<file path="src/rtl/vga_timing_gen.sv">
// Raster timing generator: h/v counters on a pixel strobe, scaled framebuffer address,
// and sync/data-enable outputs delayed to line up with framebuffer read latency.
module vga_timing_gen #(
    parameter int H_ACTIVE = 640,
    parameter int H_FRONT  = 16,
    parameter int H_SYNC   = 96,
    parameter int H_BACK   = 48,
    parameter int V_ACTIVE = 480,
    parameter int V_FRONT  = 10,
    parameter int V_SYNC   = 2,
    parameter int V_BACK   = 33,
    parameter int HS_POL   = 0,
    parameter int VS_POL   = 0,
    parameter int SCALE_X  = 1,
    parameter int SCALE_Y  = 1,
    parameter int STRIDE   = 640,
    parameter int BASE     = 0,
    parameter int ADDR_W   = 19,
    parameter int PIPE     = 2
) (
    input  logic              clock,
    input  logic              rst_i,
    input  logic              pix_ce,
    output logic [15:0]       x,
    output logic [15:0]       y,
    output logic              fetch_en,
    output logic [ADDR_W-1:0] addr,
    output logic              sof,
    output logic              eol,
    output logic              hs,
    output logic              vs,
    output logic              de
);

    localparam int H_TOTAL = H_ACTIVE + H_FRONT + H_SYNC + H_BACK;
    localparam int V_TOTAL = V_ACTIVE + V_FRONT + V_SYNC + V_BACK;

    localparam logic [15:0] H_LAST     = 16'(H_TOTAL - 1);
    localparam logic [15:0] V_LAST     = 16'(V_TOTAL - 1);
    localparam logic [15:0] H_ACT      = 16'(H_ACTIVE);
    localparam logic [15:0] V_ACT      = 16'(V_ACTIVE);
    localparam logic [15:0] H_ACT_LAST = 16'(H_ACTIVE - 1);
    localparam logic [15:0] HS_BEG     = 16'(H_ACTIVE + H_FRONT);
    localparam logic [15:0] HS_END     = 16'(H_ACTIVE + H_FRONT + H_SYNC);
    localparam logic [15:0] VS_BEG     = 16'(V_ACTIVE + V_FRONT);
    localparam logic [15:0] VS_END     = 16'(V_ACTIVE + V_FRONT + V_SYNC);
    localparam logic [15:0] XS_LAST    = 16'(SCALE_X - 1);
    localparam logic [15:0] YS_LAST    = 16'(SCALE_Y - 1);

    localparam logic [ADDR_W-1:0] BASE_A   = ADDR_W'(BASE);
    localparam logic [ADDR_W-1:0] STRIDE_A = ADDR_W'(STRIDE);
    localparam logic [ADDR_W-1:0] ONE_A    = ADDR_W'(1);

    localparam logic HS_ON = (HS_POL != 0);
    localparam logic VS_ON = (VS_POL != 0);

    logic [15:0]       h_q, h_d;
    logic [15:0]       v_q, v_d;
    logic [15:0]       xs_q, xs_d;
    logic [15:0]       ys_q, ys_d;
    logic [ADDR_W-1:0] lb_q, lb_d;
    logic [ADDR_W-1:0] addr_q, addr_d;
    logic              h_last, v_last;
    logic              hs_raw, vs_raw;
    logic [2:0]        raw_sig;
    logic [2:0]        dly_sig;

    assign h_last   = (h_q == H_LAST);
    assign v_last   = (v_q == V_LAST);
    assign fetch_en = (h_q < H_ACT) && (v_q < V_ACT);
    assign hs_raw   = (h_q >= HS_BEG) && (h_q < HS_END);
    assign vs_raw   = (v_q >= VS_BEG) && (v_q < VS_END);

    always_comb begin
        h_d    = h_q;
        v_d    = v_q;
        xs_d   = xs_q;
        ys_d   = ys_q;
        lb_d   = lb_q;
        addr_d = addr_q;
        if (pix_ce) begin
            if (h_last) begin
                h_d = '0;
                v_d = v_last ? '0 : v_q + 16'd1;
            end else begin
                h_d = h_q + 16'd1;
            end

            if (h_last && v_last) begin
                lb_d   = BASE_A;
                addr_d = BASE_A;
                xs_d   = '0;
                ys_d   = '0;
            end else if (h_last) begin
                // Line repetition: replay the same base until SCALE_Y lines have used it.
                if (v_q < V_ACT) begin
                    xs_d = '0;
                    if (ys_q == YS_LAST) begin
                        ys_d   = '0;
                        lb_d   = lb_q + STRIDE_A;
                        addr_d = lb_q + STRIDE_A;
                    end else begin
                        ys_d   = ys_q + 16'd1;
                        addr_d = lb_q;
                    end
                end
            end else if (fetch_en && (h_q != H_ACT_LAST)) begin
                // Stop at the last active pixel so addr holds that value through blanking.
                if (xs_q == XS_LAST) begin
                    xs_d   = '0;
                    addr_d = addr_q + ONE_A;
                end else begin
                    xs_d = xs_q + 16'd1;
                end
            end
        end
    end

    always_ff @(posedge clock) begin
        if (rst_i) begin
            h_q    <= H_LAST;
            v_q    <= V_LAST;
            xs_q   <= '0;
            ys_q   <= '0;
            lb_q   <= BASE_A;
            addr_q <= BASE_A;
        end else begin
            h_q    <= h_d;
            v_q    <= v_d;
            xs_q   <= xs_d;
            ys_q   <= ys_d;
            lb_q   <= lb_d;
            addr_q <= addr_d;
        end
    end

    assign raw_sig = {hs_raw, vs_raw, fetch_en};

    generate
        if (PIPE == 0) begin : g_no_dly
            assign dly_sig = raw_sig;
        end else begin : g_dly
            logic [2:0] pipe_q [PIPE];
            logic [2:0] pipe_d [PIPE];

            always_comb begin
                pipe_d[0] = raw_sig;
                for (int i = 1; i < PIPE; i++) begin
                    pipe_d[i] = pipe_q[i-1];
                end
            end

            // Shifts every clock regardless of pix_ce; reset flushes any partial pulse.
            always_ff @(posedge clock) begin
                if (rst_i) begin
                    for (int i = 0; i < PIPE; i++) begin
                        pipe_q[i] <= '0;
                    end
                end else begin
                    for (int i = 0; i < PIPE; i++) begin
                        pipe_q[i] <= pipe_d[i];
                    end
                end
            end

            assign dly_sig = pipe_q[PIPE-1];
        end
    endgenerate

    assign x    = h_q;
    assign y    = v_q;
    assign addr = addr_q;
    assign sof  = (h_q == 16'd0) && (v_q == 16'd0);
    assign eol  = h_last;
    assign hs   = dly_sig[2] ? HS_ON : ~HS_ON;
    assign vs   = dly_sig[1] ? VS_ON : ~VS_ON;
    assign de   = dly_sig[0];

endmodule

</file>
<file path="config.mk">
export PLATFORM = sky130hd
export DESIGN_NAME = vga_timing_gen
export DESIGN_NICKNAME = d
export VERILOG_FILES = /design/src/rtl/vga_timing_gen.sv
export SDC_FILE = /design/constraint.sdc
export NUM_CORES = 1
export LEC_CHECK = 0
export CORE_MARGIN = 2
export CORE_UTILIZATION = 39
export CTS_CLUSTER_DIAMETER = 60
export DETAILED_ROUTE_END_ITERATION = 8
export SYNTH_ARGS = -nofsm -noshare
export SYNTH_HDL_FRONTEND = slang
export SYNTH_SLANG_ARGS = --single-unit
</file>
<file path="constraint.sdc">
create_clock -name clock -period 2.63 [get_ports clock]
set_input_delay 0.526 -clock clock [delete_from_list [all_inputs] [get_ports clock]]
set_output_delay 0.526 -clock clock [all_outputs]
set_load 0.02 [all_outputs]
</file>
[Word-level counts from Yosys, hierarchy flattened]
Memory sizes are Yosys's and may differ from the RTL's.
Index checks and enable logic that the tools add are counted.
Word-level totals
  flip-flop bits (word level): 102
  memory bits (writable): 6
  bits of input ports: 3
  output and inout bits: 57
  word-level logic and storage cells: 69
  memories: 1
Operators by class
  $add $sub $neg: 6
  $lt $le $gt $ge: 6
  equality and inequality tests: 4
  multiplexer cells: 26
  bitwise gates (word level): 2
  reductions and logical operators: 18
Memory list
  g_dly.pipe_q: depth 2, bits a word 3, read ports 2, clocked after Yosys merged registers in 0, write ports 2, RTL line 143  | logic [2:0] pipe_q [PIPE];
Operators with widths (count)
  16-bit two-way mux: 11
  19-bit two-way mux: 8
  16-bit by 1-bit adder with 16-bit output (second input constant): 4
  16-bit logical NOT: 4
  16-bit by 10-bit equality test with 1-bit output (second input constant): 2
  16-bit by 10-bit < comparator with 1-bit output (second input constant): 2
  16-bit by 9-bit < comparator with 1-bit output (second input constant): 2
  19-bit by 1-bit adder with 19-bit output (second input constant): 1
  19-bit by 10-bit adder with 19-bit output (second input constant): 1
  16-bit by 10-bit greater-or-equal comparator with 1-bit output (second input constant): 1
  16-bit by 9-bit greater-or-equal comparator with 1-bit output (second input constant): 1
  16-bit by 10-bit inequality test with 1-bit output (second input constant): 1
  1-bit logical AND: 6
  3-bit two-way mux: 2
  3-bit AND reduction: 2
  3-bit nonzero test: 2
  1-bit two-way mux: 5
  4-bit AND reduction: 1
  2-bit nonzero test: 2
  3-bit by 1-bit inequality test with 1-bit output (second input constant): 1
  1-bit bitwise OR: 2
  2-bit AND reduction: 1

[Depth between registers and ports, before layout]
Gate-level depths: netlist (run 1).
  word-level depth: 6
  mapped depth: 11
  gate-level depth less buffers: 8

[Worst setup path before layout (run 1)]
No wires, ideal clock.
  kind: reg2reg
  start: register v_q[0] (netlist: y[0])
  end: register ys_q[11]
  setup time: 0.114 ns
  arrival time: 2.584 ns
  required time: 2.516 ns
  setup slack: -0.068 ns
  cell stages (with the launch flop): 11
  buffers on the path: 2
  period minus slack after synthesis: 2.698 ns
  cell sequence: dfxtp_1 -> inv_1 -> ha_1 -> or4b_2 -> or4_1 -> buf_4 -> a211oi_4 -> buf_6 -> nand4_2 -> xnor2_1 -> and2b_1
Between the ends
  longest elaborated chain between the ends: 4
  elaborated cells on any way between the ends: 7
  classes of those cells: order compare (1); eq/ne (1); mux (1); reduce/logical (4)
Ends and longest elaborated chain
  start: declaration: RTL line 58  | logic [15:0] v_q, v_d;
  start signal: assignment: RTL line 129  | v_q <= v_d;
  parallel branches: the longest is 4 deep, another holds 16-bit by 9-bit < comparator with 1-bit output
  end signal: assignment: RTL line 131  | ys_q <= ys_d;
  end: declaration: RTL line 60  | logic [15:0] ys_q, ys_d;
Parallel ways; which one is timed is not known.
A chain may end at the register's enable or synchronous reset.

[Final worst setup path (run 1)]
  start: register h_q[0] (netlist: x[0])
  end: output sof
Between the ends
  longest elaborated chain between the ends: 2
Ends and longest elaborated chain
  start: declaration: RTL line 57  | logic [15:0] h_q, h_d;
  start signal: assignment: RTL line 121  | h_q <= H_LAST;
  start signal: assignment: RTL line 128  | h_q <= h_d;
  16-bit logical NOT: RTL line 173  | assign sof = (h_q == 16'd0) && (v_q == 16'd0);
  1-bit logical AND: RTL line 173
  end: declaration: RTL line 28  | output logic sof,
No other way between the ends.

==> results.yml, run 1 <==
floorplanning:
  die_w_um: 123
  pin_count: 60
  start_util_pct: 39.9
  rows: 43
  coreArea_sq_um: 13900
  die_h_um: 123
  dieArea_sq_um: 15200
sta:
  fin_crit_ns: 2.53
  relSlewSlack_pct: 65.1
  fin_skew_ns: 0.0148
  clock.fmax_ghz: 0.395
  finalMaxSlewViolations: 0
  worst_pin_slew_ns: 0.521
  timing.final.crit_share_pct: 96.3
  hold_violations: 0
  rsz0062_at_grt: "no"
  finalSetupViolCount: 0
placement:
  placed_cell_area_sq_um: 6800
  dpl.hpwl_um: 11800
  port_buffers: 59
  place.gp.congestion: 0.887
finish:
  drive_gt1_share_pct: 15.9
  design_area_sq_um: 7210
  syn_to_final_growth_pct: 29.6
  nets: 831
  n_antenna_cell: 0
global_route:
  antenna_found_initial: 0
  grt_max_degree: 42
  grt_use_total_pct: 21.5
  grt_overflow_total: 0
  first_global_vias: 5025
  grt_pass1_wl_um: 25900
cts:
  clk_latency_ns: 0.36
  clock_tree.root_cell: "clkbuf_16"
  clockBufferDepth: 2
  cts_hold_buf: 0
  cts_buffers: 9
  clock-sinks: 101
  tritoncts: "built"
  ctsHtreeMaxLevel: 3
  clk_pin_slew_worst_paths_ns: 0.07
drt:
  vias_per_cell: 5.53
  drt_iter0_drc: 324
  dr.pass1.iters: 4
  post-route-drc-count: 0
  wl_per_cell_um: 16.2
  wl_um: 16200
  ant_nets: 0
  vias: 5537
power_and_ir_drop:
  powerDensity_nw_per_um2: 569
  ir_drop_mv: 0.289
  total_power_mw: 4.11
  leakagePower_nw: 2.60
synthesis:
  ys_seq_elements: 101
  yosysSeqAreaShare_pct: 36.3
  ys.flop_type: "dfxtp_1"
  synth_edf_count: 0
  synth.net_count: 719
  avgSynthCellArea_sq_um: 7.90
  yosysWarnings: 0
  syn-cell-area_sq_um: 5570
  synth_cells: 705
  ys_types: 62
  async_flop_share_pct: 0
run:
  drv_cap: 0
worst_setup_path:
  critPathLaunchType: "flip-flop"
  arrival_ns: 2.01
  cp_slowest_stage_delay_ns: 0.37
  critPathLaunch: "x[0]"
  crit_fanout: 4
  r2r_end: "ys_q[11]"
  reg2regPathDepth: 7
  regToRegSetupSlack_ns: 0.13
  crit_type: "reg -> out"
  endpoint: "sof"
  rr_startpoint: "y[10]"
  slowest_stage: "dlygate4sd1_1"
  required_ns: 2.10
  endpoint_kind: "output pin"
  worstPathCellList: "inv_1 > ha_1 > nor4b_2 > nand3_1 > nor4_2 > dlygate4sd1_1"
worst_hold_path:
  hp-class: "reg -> reg"
  hold_depth: 1
status:
  run_status: "complete, no violations"
[where the power goes]
| group | leakage (nW) | switching (mW) | internal (mW) | total (mW) |
|---|---|---|---|---|
| clock network | 0.153 | 0.602 | 0.796 | 1.40 |
| registers | 0.817 | 0.0503 | 1.57 | 1.62 |
| logic | 1.63 | 0.654 | 0.439 | 1.09 |
[critical path, delay by kind of cell (launching register included)]
family	cells	cell delay, ns
AND/OR/NAND/NOR	3	0.70
buffers and inverters	2	0.46
flip-flops	1	0.35
adder cells (fa/ha/maj)	1	0.15
[worst min-delay path by stage]
stage | startpoint | end | slack (ns)
2_1_floorplan | g_dly.pipe_q[0][0] | g_dly.pipe_q[0][3] | 0.41
3_3_place_gp | g_dly.pipe_q[0][0] | g_dly.pipe_q[0][3] | 0.42
3_5_place_dp | g_dly.pipe_q[0][0] | g_dly.pipe_q[0][3] | 0.43
4_1_cts | g_dly.pipe_q[0][0] | g_dly.pipe_q[0][3] | 0.45
5_1_grt | g_dly.pipe_q[0][1] | g_dly.pipe_q[0][4] | 0.45
6_report | g_dly.pipe_q[0][1] | g_dly.pipe_q[0][4] | 0.44
[synthesized netlist by cell type, types with 4 or more instances]
library cell | instances | area, sq um
nand4_1 | 27 | 169
o211ai_1 | 6 | 45.0
xor2_1 | 23 | 201
o21a_1 | 5 | 37.5
nand3_1 | 39 | 195
xnor2_1 | 25 | 219
or4_1 | 10 | 75.1
buf_2 | 5 | 25.0
and2_1 | 6 | 37.5
o21ai_0 | 45 | 225
or3b_2 | 5 | 43.8
dfxtp_1 | 101 | 2020
nor2b_1 | 4 | 25.0
nor2_1 | 65 | 244
clkbuf_1 | 23 | 86.3
a211oi_1 | 4 | 30.0
a31oi_1 | 6 | 37.5
nor3_1 | 23 | 115
and3_1 | 17 | 106
o311ai_0 | 6 | 52.6
nand2_1 | 71 | 267
nor4_1 | 13 | 81.3
nor4b_1 | 5 | 43.8
ha_1 | 11 | 138
and4_1 | 8 | 70.1
inv_1 | 26 | 97.6
or3_1 | 16 | 100
a311oi_1 | 5 | 43.8
a21oi_1 | 54 | 270
[registers in the layout (all words and copies together) (netlist names)]
| name | count |
|---|---|
| xs_q | 16 |
| addr | 19 |
| x | 16 |
| lb_q | 12 |
| g_dly.pipe_q | 6 |
| y | 16 |
| ys_q | 16 |
[cell type report]
| class | instances | area (sq um) |
|---|---|---|
| Sequential cell | 101 | 2020 |
| Clock inverter | 4 | 56.3 |
| Inverter | 27 | 101 |
| Tap cell | 180 | 225 |
| Clock buffer | 12 | 256 |
| Fill cell | 1318 | 6720 |
| Timing Repair Buffer | 135 | 1170 |
| Multi-Input combinational cell | 543 | 3380 |
[placed cells by master, fill, tap and decap left out, drive strengths merged, types with 4 or more instances in the layout]
cell,netlist,final
a211oi,5,5
a21oi,54,54
a311oi,5,5
a31oi,6,6
and2,6,6
and3,17,17
and4,8,8
buf,10,76
clkbuf,24,14
clkdlybuf4s50,0,56
clkinv,1,4
dfxtp,101,101
ha,11,11
inv,26,26
nand2,71,71
nand3,39,39
nand4,28,28
nor2,67,67
nor2b,4,4
nor3,23,23
nor4,16,16
nor4b,5,5
o211ai,6,6
o21a,5,5
o21ai,46,46
o311ai,7,7
or3,16,16
or3b,5,5
or4,12,12
xnor2,25,25
xor2,23,23
[kinds of logic after synthesis]
logic type / count (synthesis) / share of synthesized area [%]
multiplexers: 3 / 0.562
AO/OA/AOI/OAI: 154 / 17.3
buffers and inverters: 61 / 4.52
adder cells (fa/ha/maj): 11 / 2.47
AND/OR/NAND/NOR: 327 / 31.2
flip-flops: 101 / 36.3
XOR/XNOR: 48 / 7.55
[per-layer routing]
layer / vias up / track usage (%) / wire (um)
met5: - / 0 / 0
met4: 0 / 8.10 / 276
met3: 18 / 3.04 / 601
met2: 103 / 33.2 / 7430
met1: 2625 / 30.4 / 7910
li1: 2791 / - / -
[per-stage QoR]
stage	cells	setup TNS (ns)	util [%]	hold slack, ns	worst slack [ns]
global placement	983	-1.04	48.8	0.424	-0.0529
CTS	999	0	51.3	0.450	0.00325
global route	1002	0	51.8	0.453	0.0109
finish	1002	0	51.8	0.443	0.0968
floorplan	705	0	-	0.414	0.0197
detailed placement	983	-1.84	48.8	0.433	-0.111
[what timing repair did]
item                       4_1_cts  5_1_grt
resized for setup               12       18
buffers inserted                 0        3
setup endpoints to repair       36       44
pin swaps                        1        5
(Power assumes the default switching activity.)
==> run 2: changes to the inputs <==
--- a/config.mk
+++ b/config.mk
@@ -9,6 +9,7 @@
 export CORE_UTILIZATION = 39
 export CTS_CLUSTER_DIAMETER = 60
 export DETAILED_ROUTE_END_ITERATION = 8
+export DONT_BUFFER_PORTS = 1
 export SYNTH_ARGS = -nofsm -noshare
 export SYNTH_HDL_FRONTEND = slang
 export SYNTH_SLANG_ARGS = --single-unit
==> run 2 against run 1 <==
  * Critical path depth is 1 lower
  * Final cell count is 5.0% lower
  * Clock power hardly changed
  * Worst hold slack worse by 0.21 ns
  * Die area stayed put
  * Via count is 0.13% lower
  * Critical path type unchanged
==> results.yml, run 2 (synthesis results as in run 1) <==
status:
  run_status: "complete, no violations"
global_route:
  grt_max_degree: 43
  grt_pass1_wl_um: 25600
  grt_use_total_pct: 21.2
  antenna_found_initial: 0
  grt_overflow_total: 0
  first_global_vias: 5170
sta:
  finalSetupViolCount: 0
  worst_pin_slew_ns: 0.536
  hold_violations: 0
  fin_tns_setup_ns: 0
  fin_skew_ns: 0.00501
  relSlewSlack_pct: 64.1
  holdWs_ns: 0.237
  fin_crit_ns: 2.56
  finalMaxSlewViolations: 0
  clock.fmax_ghz: 0.390
  rsz0062_at_grt: "no"
  timing.final.crit_share_pct: 97.5
cts:
  clock-sinks: 101
  clk_pin_slew_worst_paths_ns: 0.07
  cts_buffers: 9
  clk_latency_ns: 0.35
  clockBufferDepth: 2
  clock_tree.root_cell: "clkbuf_16"
  ctsHtreeMaxLevel: 3
  tritoncts: "built"
drt:
  vias_per_cell: 5.81
  vias: 5530
  drt_iter0_drc: 460
  ant_nets: 0
  post-route-drc-count: 0
  wl_um: 16000
  wl_per_cell_um: 16.8
  dr.pass1.iters: 5
placement:
  dpl.hpwl_um: 11600
  port_buffers: 0
  place.gp.congestion: 0.909
floorplanning:
  dieArea_sq_um: 15200
  die_w_um: 123
  pin_count: 60
  start_util_pct: 39.9
  die_h_um: 123
  rows: 43
  coreArea_sq_um: 13900
worst_hold_path:
  hold_depth: 1
  hp-class: "in -> reg"
worst_setup_path:
  required_ns: 2.10
  crit_type: "reg -> out"
  critPathLaunchType: "flip-flop"
  endpoint_kind: "output pin"
  crit_fanout: 5
  reg2regPathDepth: 8
  arrival_ns: 2.04
power_and_ir_drop:
  ir_drop_mv: 0.371
  leakagePower_nw: 2.44
  powerDensity_nw_per_um2: 604
finish:
  mostFrequentLayoutCells: "dfxtp_1, buf_4, nand2_1"
  utilization_pct: 48.3
  regArea_sq_um: 2020
  largest_reg_flops: 19
  final_common_cell: "dfxtp_1"
  multi_input_area_sq_um: 3370
  syn_to_final_growth_pct: 21.0
  n_antenna_cell: 0
  fillers: 1352
  nets: 782
  drive_gt1_share_pct: 18.0
run:
  drv_cap: 0
[run 2: path summary, 6_finish.rpt]
check	endpoint	slack, ns	from
max	fetch_en	0.07	y[10]
min	g_dly.pipe_q[0][5]	0.24	rst_i
max reg2reg	ys_q[11]	0.08	y[11]
min reg2reg	g_dly.pipe_q[0][3]	0.45	g_dly.pipe_q[0][0]
[run 2: worst max-delay path: stages, from the launching register on]
cell     delay [ns]
dfxtp_1        0.37
nor4_4         0.37
nand3_2        0.17
or3_4          0.46
buf_4          0.15
inv_1          0.15
[run 2: routing by layer]
layer  track usage, %  routed length (um)  part of all wire, %  up-vias
li1                 -                   -                    -     2696
met1             27.6                7410                   46     2647
met2             33.4                7250                   45      165
met3             6.73                1060                  6.6       22
met4             6.53                 313                  2.0        0
met5                0                   0                    0        -
[run 2: power breakdown]
| part | total (mW) | switching [mW] | internal (mW) |
|---|---|---|---|
| registers | 1.61 | 0.0398 | 1.57 |
| clock network | 1.40 | 0.587 | 0.811 |
| logic | 1.06 | 0.639 | 0.423 |
[run 2: metrics by stage]
stage | setup WS, ns | area, sq um | instances | total power [mW]
2_1_floorplan | 0.0197 | 5570 | 705 | 2.23
3_3_place_gp | 0.0161 | 6260 | 930 | 2.60
3_5_place_dp | -0.0590 | 6260 | 930 | 2.61
4_1_cts | 0.000832 | 6600 | 945 | 4.02
5_1_grt | 0.000936 | 6740 | 952 | 4.25
6_report | 0.0658 | 6740 | 952 | 4.07
[run 2: what timing repair did]
item	4_1_cts	5_1_grt
pin swaps	0	5
resized for setup	6	15
endpoints found under the setup margin	27	32
hold buffers	0	0
setup buffers	0	5
cloned	0	2
[run 2: cell type report]
type,instances,share of cell area (%)
Multi-Input combinational cell,543,50.0
Sequential cell,101,30.1
Timing Repair Buffer,86,10.5
Clock buffer,12,3.96
Tap cell,180,3.34
Inverter,27,1.50
Clock inverter,3,0.650
==> run 3: changes to the inputs <==
--- a/config.mk
+++ b/config.mk
@@ -5,11 +5,14 @@
 export SDC_FILE = /design/constraint.sdc
 export NUM_CORES = 1
 export LEC_CHECK = 0
+export CELL_PAD_IN_SITES_DETAIL_PLACEMENT = 1
+export CELL_PAD_IN_SITES_GLOBAL_PLACEMENT = 2
 export CORE_MARGIN = 2
-export CORE_UTILIZATION = 39
+export CORE_UTILIZATION = 34
 export CTS_CLUSTER_DIAMETER = 60
 export DETAILED_ROUTE_END_ITERATION = 8
 export DONT_BUFFER_PORTS = 1
+export PLACE_DENSITY_LB_ADDON = 0.1
 export SYNTH_ARGS = -nofsm -noshare
 export SYNTH_HDL_FRONTEND = slang
 export SYNTH_SLANG_ARGS = --single-unit
==> run 3 against run 2 <==
  * Total power is 0.30% lower
  * First-iteration DRC count down 41%
  * Critical path depth increased by 3
  * Wire length grew 17%
  * Flip-flop and latch count did not move
  * Die area is 14% higher
==> results.yml, run 3 (synthesis results as in run 1) <==
placement:
  port_buffers: 0
  dpl.hpwl_um: 13900
  place.gp.congestion: 0.860
  placed_cell_area_sq_um: 6430
  pre_cts_ws_ns: -0.126
finish:
  design_area_sq_um: 6880
  mostFrequentLayoutCells: "dfxtp_1, buf_4, nand2_1"
  fillers: 1989
  nets: 792
  drive_gt1_share_pct: 19.4
  n_antenna_cell: 0
  largest_reg_flops: 19
  syn_to_final_growth_pct: 23.5
  final_common_cell: "dfxtp_1"
worst_setup_path:
  reg2regPathDepth: 8
  critPathTopFamily: "simple AND/OR/NAND/NOR gates"
  crit_type: "reg -> reg"
  slowest_stage: "or4_4"
  required_ns: 2.85
  critPathLaunchType: "flip-flop"
  cp_slowest_stage_delay_ns: 0.57
  worstPathCellList: "or4_4 > buf_4 > or4_1 > o311ai_2 > buf_4 > a21oi_1 > o211ai_1 > a21oi_1"
  endpoint: "addr[17]"
  rr_startpoint: "y[10]"
  regToRegSetupSlack_ns: 0.05
  cp.depth: 8
  crit_buf_inv: 2
  critPathLaunch: "y[10]"
  arrival_ns: 2.80
  crit_fanout: 4
  endpoint_kind: "flip-flop"
  r2r_end: "addr[17]"
floorplanning:
  dieArea_sq_um: 17400
  pin_count: 60
  start_util_pct: 34.9
  rows: 46
  die_w_um: 132
  die_h_um: 132
  coreArea_sq_um: 15900
sta:
  fin_crit_ns: 2.58
  worst_pin_slew_ns: 0.575
  worst_slack_ns: 0.0519
  timing.final.crit_share_pct: 98.0
  finalMaxSlewViolations: 0
  relSlewSlack_pct: 61.5
  rsz0062_at_grt: "no"
  hold_violations: 0
  finalSetupViolCount: 0
  clock.fmax_ghz: 0.388
  fin_skew_ns: 0.0100
drt:
  highest_layer: "met4"
  ant_nets: 0
  wl_um: 18800
  dr.pass1.iters: 4
  wl_met2_um: 9010
  wl_met3_um: 935
  wl_met1_um: 8660
  vias_per_cell: 5.69
  wl_per_cell_um: 18.8
  post-route-drc-count: 0
  vias: 5682
  drt_iter0_drc: 273
status:
  run_status: "complete, no violations"
power_and_ir_drop:
  swShare_pct: 32.9
  leakagePower_nw: 2.49
  switchingPower_mw: 1.33
  internal-power_mw: 2.72
  clockPowerShare_pct: 33.5
  seq_power_share_pct: 39.9
  powerDensity_nw_per_um2: 590
  ir_drop_mv: 0.352
  total_power_mw: 4.06
  comb_power_share_pct: 26.6
global_route:
  grt_pass1_wl_um: 30300
  grt_max_degree: 43
  grt_use_total_pct: 21.4
  antenna_found_initial: 0
  grt_overflow_total: 0
  first_global_vias: 5756
cts:
  clockBufferDepth: 2
  tritoncts: "built"
  ctsHtreeMaxLevel: 3
  clock-sinks: 101
  cts_buffers: 9
  clk_pin_slew_worst_paths_ns: 0.08
  clk_latency_ns: 0.35
  clock_tree.root_cell: "clkbuf_16"
run:
  drv_cap: 0
worst_hold_path:
  hp-class: "in -> reg"
[run 3: timing repair]
item / CTS / global route
hold buffers: 0 / 0
setup buffers: 0 / 4
setup endpoints to repair: 17 / 44
gates resized for setup: 8 / 17
pin swaps: 1 / 5
[run 3: layout make-up]
cell class | instances | area, sq um | area share (%)
Sequential cell | 101 | 2020 | 29.4
Timing Repair Buffer | 96 | 771 | 11.2
Clock buffer | 9 | 225 | 3.28
Clock inverter | 6 | 62.6 | 0.910
Multi-Input combinational cell | 543 | 3420 | 49.8
Inverter | 27 | 101 | 1.47
Tap cell | 216 | 270 | 3.93
[run 3: per-stage QoR]
step / utilization, % / hold WS [ns] / TNS (ns) / cells
6_report: 43.1 / 0.236 / 0 / 998
5_1_grt: 43.1 / 0.214 / 0 / 998
4_1_cts: 42.4 / 0.215 / -0.0208 / 994
3_5_place_dp: 40.3 / 0.429 / -0.503 / 979
3_3_place_gp: 40.3 / 0.419 / -0.0263 / 979
2_1_floorplan: - / 0.414 / 0 / 705
[run 3: routing by layer]
metal | up-vias | track usage, %
li1 | 2707 | -
met2 | 118 | 36.2
met4 | 0 | 4.41
met3 | 23 | 6.00
met5 | - | 0
met1 | 2834 | 27.4
[run 3: worst min path at each step]
stage	start	depth (start not counted)	end
after detailed placement	g_dly.pipe_q[0][0]	1	g_dly.pipe_q[0][3]
after global routing	rst_i	1	y[1]
after CTS	rst_i	1	y[1]
after global placement	g_dly.pipe_q[0][1]	1	g_dly.pipe_q[0][4]
final	rst_i	1	y[1]
after floorplan	g_dly.pipe_q[0][0]	1	g_dly.pipe_q[0][3]
[run 3: power by group through the flow]
| stage | clock (mW) | sequential [mW] | combinational (mW) |
|---|---|---|---|
| floorplan | 0 | 1.68 | 0.549 |
| global placement | 0 | 1.65 | 1.02 |
| detailed placement | 0 | 1.65 | 1.04 |
| CTS | 1.41 | 1.62 | 1.06 |
| global route | 1.47 | 1.62 | 1.17 |
| finish | 1.36 | 1.62 | 1.08 |
